$ cat config.mk
export PLATFORM = sky130hd
export DESIGN_NAME = fetch_unit
export DESIGN_NICKNAME = d
export VERILOG_FILES = /design/src/rtl/fetch_pkg.sv /design/src/rtl/fetch_fifo.sv /design/src/rtl/fetch_unit.sv
export SDC_FILE = /design/constraint.sdc
export NUM_CORES = 1
export LEC_CHECK = 0
export ABC_AREA = 1
export ABC_CLOCK_PERIOD_IN_PS = 2100
export CORE_UTILIZATION = 30
export DETAILED_ROUTE_END_ITERATION = 10
export PLACE_DENSITY = 0.6
export SYNTH_ARGS = -nofsm -noshare
export SYNTH_HDL_FRONTEND = slang
export SYNTH_SLANG_ARGS = --single-unit
$ cat constraint.sdc
create_clock -name CLK -period 2.1 [get_ports CLK]
set_clock_uncertainty 0.2 [all_clocks]
set_input_delay 0.42 -clock CLK [delete_from_list [all_inputs] [get_ports CLK]]
set_output_delay 0.42 -clock CLK [all_outputs]
set_load 0.02 [all_outputs]
$ cat src/rtl/fetch_pkg.sv
// Shared types and constants for the instruction fetch stage.
package fetch_pkg;

  typedef enum logic [1:0] {
    IDLE = 2'd0,
    ADDR = 2'd1,
    DATA = 2'd2
  } fetch_state_t;

  localparam logic BUS_READ  = 1'b1;
  localparam logic BUS_WRITE = 1'b0;

  typedef struct packed {
    logic [7:0] data;
    logic [7:0] pc;
  } fetch_entry_t;

endpackage

$ cat src/rtl/fetch_fifo.sv
// Prefetch FIFO holding fetched bytes with their source address.
// The storage is cleared on reset so the head reads as zero afterwards.
module fetch_fifo
  import fetch_pkg::*;
#(
  parameter int DEPTH = 2,
  localparam int AW = $clog2(DEPTH),
  localparam int CW = AW + 1
) (
  input  logic         CLK,
  input  logic         RST,
  input  logic         push,
  input  logic         pop,
  input  logic         flush,
  input  fetch_entry_t wr_entry,
  output fetch_entry_t head,
  output logic         valid,
  output logic [CW-1:0] count
);

  fetch_entry_t mem [DEPTH];
  logic [AW-1:0] rd_ptr;
  logic [AW-1:0] wr_ptr;

  // Pointer, occupancy and storage update; flush wins over push/pop.
  always_ff @(posedge CLK or negedge RST) begin
    if (!RST) begin
      rd_ptr <= '0;
      wr_ptr <= '0;
      count  <= '0;
      for (int i = 0; i < DEPTH; i++) mem[i] <= '0;
    end else if (flush) begin
      rd_ptr <= '0;
      wr_ptr <= '0;
      count  <= '0;
    end else begin
      if (push) begin
        mem[wr_ptr] <= wr_entry;
        wr_ptr      <= wr_ptr + 1'b1;
      end
      if (pop) rd_ptr <= rd_ptr + 1'b1;
      count <= count + CW'(push) - CW'(pop);
    end
  end

  assign head  = mem[rd_ptr];
  assign valid = (count != '0);

endmodule

$ cat src/rtl/fetch_unit.sv
// Instruction fetch stage: runs two-phase read cycles on the shared
// multiplexed bus and feeds the decoder from a prefetch FIFO.
module fetch_unit
  import fetch_pkg::*;
#(
  parameter int         DEPTH    = 2,
  parameter logic [7:0] RESET_PC = 8'h00
) (
  input  logic       CLK,
  input  logic       RST,
  input  logic       enable,
  output logic [7:0] bus_out,
  output logic       bus_oe,
  input  logic [7:0] bus_in,
  output logic       ale,
  output logic       rw,
  output logic       out_valid,
  output logic [7:0] out_data,
  output logic [7:0] out_pc,
  input  logic       out_ready,
  input  logic       redirect_valid,
  input  logic [7:0] redirect_pc
);

  localparam int CW = $clog2(DEPTH) + 1;

  fetch_state_t  state;
  fetch_state_t  state_next;
  logic [7:0]    pc;
  logic          discard;
  logic          push;
  logic          pop;
  logic [CW-1:0] count;
  logic [CW-1:0] count_after;
  fetch_entry_t  wr_entry;
  fetch_entry_t  head;

  // A byte whose read was overtaken by a redirect is dropped at the data edge.
  assign push        = (state == DATA) && !discard && !redirect_valid;
  assign pop         = out_valid && out_ready && !redirect_valid;
  assign count_after = count + CW'(push) - CW'(pop);
  assign wr_entry    = '{data: bus_in, pc: pc};

  fetch_fifo #(.DEPTH(DEPTH)) u_fifo (
    .CLK      (CLK),
    .RST      (RST),
    .push     (push),
    .pop      (pop),
    .flush    (redirect_valid),
    .wr_entry (wr_entry),
    .head     (head),
    .valid    (out_valid),
    .count    (count)
  );

  // Next-state: a read only starts when a FIFO slot is guaranteed free.
  always_comb begin
    state_next = state;
    case (state)
      IDLE: if (enable && (redirect_valid || count < CW'(DEPTH))) state_next = ADDR;
      ADDR: state_next = DATA;
      DATA: begin
        if (redirect_valid || (enable && count_after < CW'(DEPTH))) state_next = ADDR;
        else state_next = IDLE;
      end
      default: state_next = IDLE;
    endcase
  end

  // State, program counter and discard flag registers.
  always_ff @(posedge CLK or negedge RST) begin
    if (!RST) begin
      state   <= IDLE;
      pc      <= RESET_PC;
      discard <= 1'b0;
    end else begin
      state <= state_next;
      if (redirect_valid) pc <= redirect_pc;
      else if (state == DATA && !discard) pc <= pc + 8'd1;
      // Address already latched by memory: the coming data phase is stale.
      discard <= (state == ADDR) && redirect_valid;
    end
  end

  assign bus_oe   = (state == ADDR);
  assign ale      = (state == ADDR);
  assign bus_out  = (state == ADDR) ? pc : 8'h00;
  assign rw       = BUS_READ;
  assign out_data = head.data;
  assign out_pc   = head.pc;

endmodule

==> results.toml <==
[grt]
overflow = 0
grt_usage_pct = 13.65
grt_pass1_wl_mm = 8.859
grt_max_degree = 33
grt_pass1_vias = 1834
antenna_found_initial = 0

[drt]
wl_met3_um = 191
met1_length_mm = 2.628
dr.pass1.iters = 5
vias = 1991
drt.antenna.violating_nets = 0
first_iter_violations = 165
drc_errors = 0
top_layer = "met4"
postRouteWirelength_mm = 5.253
vias_per_cell = 4.357
wl_per_cell_um = 11.49
met2WireLength_mm = 2.311

[power_and_ir_drop]
leakagePower_uw = 0.001664
power_frac_seq_pct = 34.8
power.density_nw_per_um2 = 1338
totalPowerFinal_uw = 4175
p_int_uw = 2515
p_switching_uw = 1660
vdd_drop_max_v = 0.0003837
pwr-share-clk_pct = 18.8
pwr-share-comb_pct = 46.4
swShare_pct = 39.77

[logic_synthesis]
synthFlopType = "dfrtp_1"
synthTopCellsByCount = "nand2_1 (116), dfrtp_1 (47), inv_1 (30), o21ai_1 (20), nor2_1 (18)"
synth_edf_count = 0
synth_top_area_share_pct = 49.76
ys_ff_latch = 47
yosysMostFrequentCell = "nand2_1"
synth_seq_area_share_pct = 49.76
async_flop_share_pct = 100.0
ys_types = 25
synth_area_per_cell_um2 = 8.067
yosys-top-cells-area = "dfrtp_1 (50%), nand2_1 (18%), o21ai_2 (4.8%)"
syn-instance-count = 293
syn_area_um2 = 2364
yosys_warnings = 0
synth_area_leader_cell = "dfrtp_1"
synthesis.nets = 317

[sta]
setup-violations-final = 0
rsz0062_at_grt = "no"
period_minus_slack_ns = 2.001
relSlewSlack_pct = 64.48
fin_ws_ns = 0.09943
fin_crit_sh_pct = 95.27
drv_slew = 0
finalHoldViolCount = 0
worst_slew_pin_slew_ns = 0.5328
fmax_ghz = 0.4999

[cts]
clock_path_buffers = 2
cts_tree = "yes"
path_clk_slew_ns = 0.09
cts_buffers = 5
cts_root_buf = "clkbuf_8"
clk_latency_ns = 0.29
postCtsSetupRepairBufs = 0
h-tree-depth = 2
cts_sinks = 47

[floorplanning]
fp.coreArea_um2 = 7687
die_y_um = 90.76
io_pins = 49
rows = 32
die_w_um = 90.76
die_area_um2 = 8237
start_util_pct = 30.75

[worst_setup_path]
crit_fanout = 8
cp_common_cell = "nand2_1"
path_cells = "inv_2, buf_4, nand2_1, nand2_1, dlygate4sd2_1"
r2r_cells = 14
cp.required_ns = 1.48
crit_slowest_cell = "dfrtp_1"
max_stage_delay_ns = 0.42
r2r_start = "u_fifo.count[1]"
cp.arrival_ns = 1.38
rrSetupSlack_ns = 0.13
critPathLaunchType = "flop"
worstSetupPathType = "flop to output port"
cp-end-kind = "output port"
r2r-end = "state[0]"

[placement]
dpl.cell_count = 448
numPortBuffers = 47
hpwl_mm = 3.803
gp_congestion = 0.7854
preCtsSetupSlack_ns = -0.1287

[final_layout]
final_util_pct = 40.59
area_growth_pct = 32.03
n_antenna_cell = 0
fin_cells = 457
drive_above_1_share_pct = 15.77
layout.nets = 378

[worst_hold_path]
min_from = "u_fifo.mem[28]"
min_path_type = "flop to flop"
hold_end = "u_fifo.mem[28]"
hold_depth = 2

[outcome]
status = "finished, final reports clean"

[flow_run]
cap_viol_max_count = 0
==> state kept, by name, indices dropped and copies added, names as in the netlist <==
| signal | cells |
|---|---|
| u_fifo.wr_ptr | 1 |
| u_fifo.rd_ptr | 1 |
| u_fifo.mem | 32 |
| u_fifo.count | 2 |
| pc | 8 |
| discard | 1 |
| state | 2 |
==> per-layer routing <==
layer,track usage [%],vias up
met1,18.60,898
met3,2.189,9
met5,0,-
met2,20.83,53
met4,6.989,0
li1,-,1031
==> logic make-up after synthesis <==
kind of cell,synth area share [%]
buffers and inverters,9.052
XOR/XNOR,0.3706
adder cells (fa/ha/maj),1.588
other,0.1587
AO/OA/AOI/OAI,12.28
flip-flops,49.76
AND/OR/NAND/NOR,26.79
==> worst max-delay path by stage <==
stage                        startpoint          end  slack, ns  cells past startpoint
after CTS                      state[1]   bus_out[5]      0.006                      5
after floorplan                state[1]   bus_out[0]       0.03                      3
final                     u_fifo.rd_ptr  out_data[7]        0.1                      5
after detailed placement      out_ready     state[0]      -0.13                     12
after global routing      u_fifo.rd_ptr    out_pc[5]      0.003                      5
after global placement        out_ready     state[0]      -0.05                     13
==> power groups by stage <==
stage	combinational, uW	clock [uW]	sequential [uW]
after floorplan	1260	0	1440
after global placement	2110	0	1460
after detailed placement	2140	0	1470
after CTS	1990	804	1450
after global routing	2160	841	1500
final	1940	783	1450
==> worst max-delay path: cells and delay by family, from the launching register on <==
kind	cells	cell delay (ns)
AND/OR/NAND/NOR	2	0.11
buffers and inverters	3	0.56
flip-flops	1	0.42
==> through the flow <==
step           hold slack (ns)  instance area [um^2]  setup TNS [ns]
6_report                0.2931                  3120               0
2_1_floorplan         -0.07559                  2364               0
3_3_place_gp            0.2202                  3035        -0.04807
3_5_place_dp            0.2281                  3035         -0.2842
4_1_cts                 0.2920                  3166               0
5_1_grt                 0.2995                  3120               0
==> area by class of cell <==
cell class	instances	area, um^2
clock buffer	6	72.57
clock inverter	2	60.06
fill	831	4567
inverter	32	120.1
multi-input combinational	202	975.9
sequential	47	1176
tap	102	127.6
timing repair buffer	66	588.1
==> cell usage in the layout (no fill, tap or decap), drive strengths merged <==
cell           instances
nor2                  19
inv                   31
nand4                  1
dlygate4sd3            1
dlygate4sd2           13
a21oi                  2
nand2                119
clkinv                 1
dfrtp                 47
dlymetal6s2s           1
a21boi                 1
clkdlybuf4s50         19
clkbuf                10
conb                   1
bufinv                 2
nand3b                 1
buf                   25
nand3                 11
o21ai                 39
o211ai                 3
a31oi                  1
xnor2                  1
clkdlybuf4s15          3
ha                     3
==> repair_timing <==
action / CTS / global route
gates resized for setup: 41 / 18
setup endpoints to repair: 26 / 15
hold endpoints to repair: 20 / 0
hold buffers: 1 / 0
(Power assumes the default switching activity.)
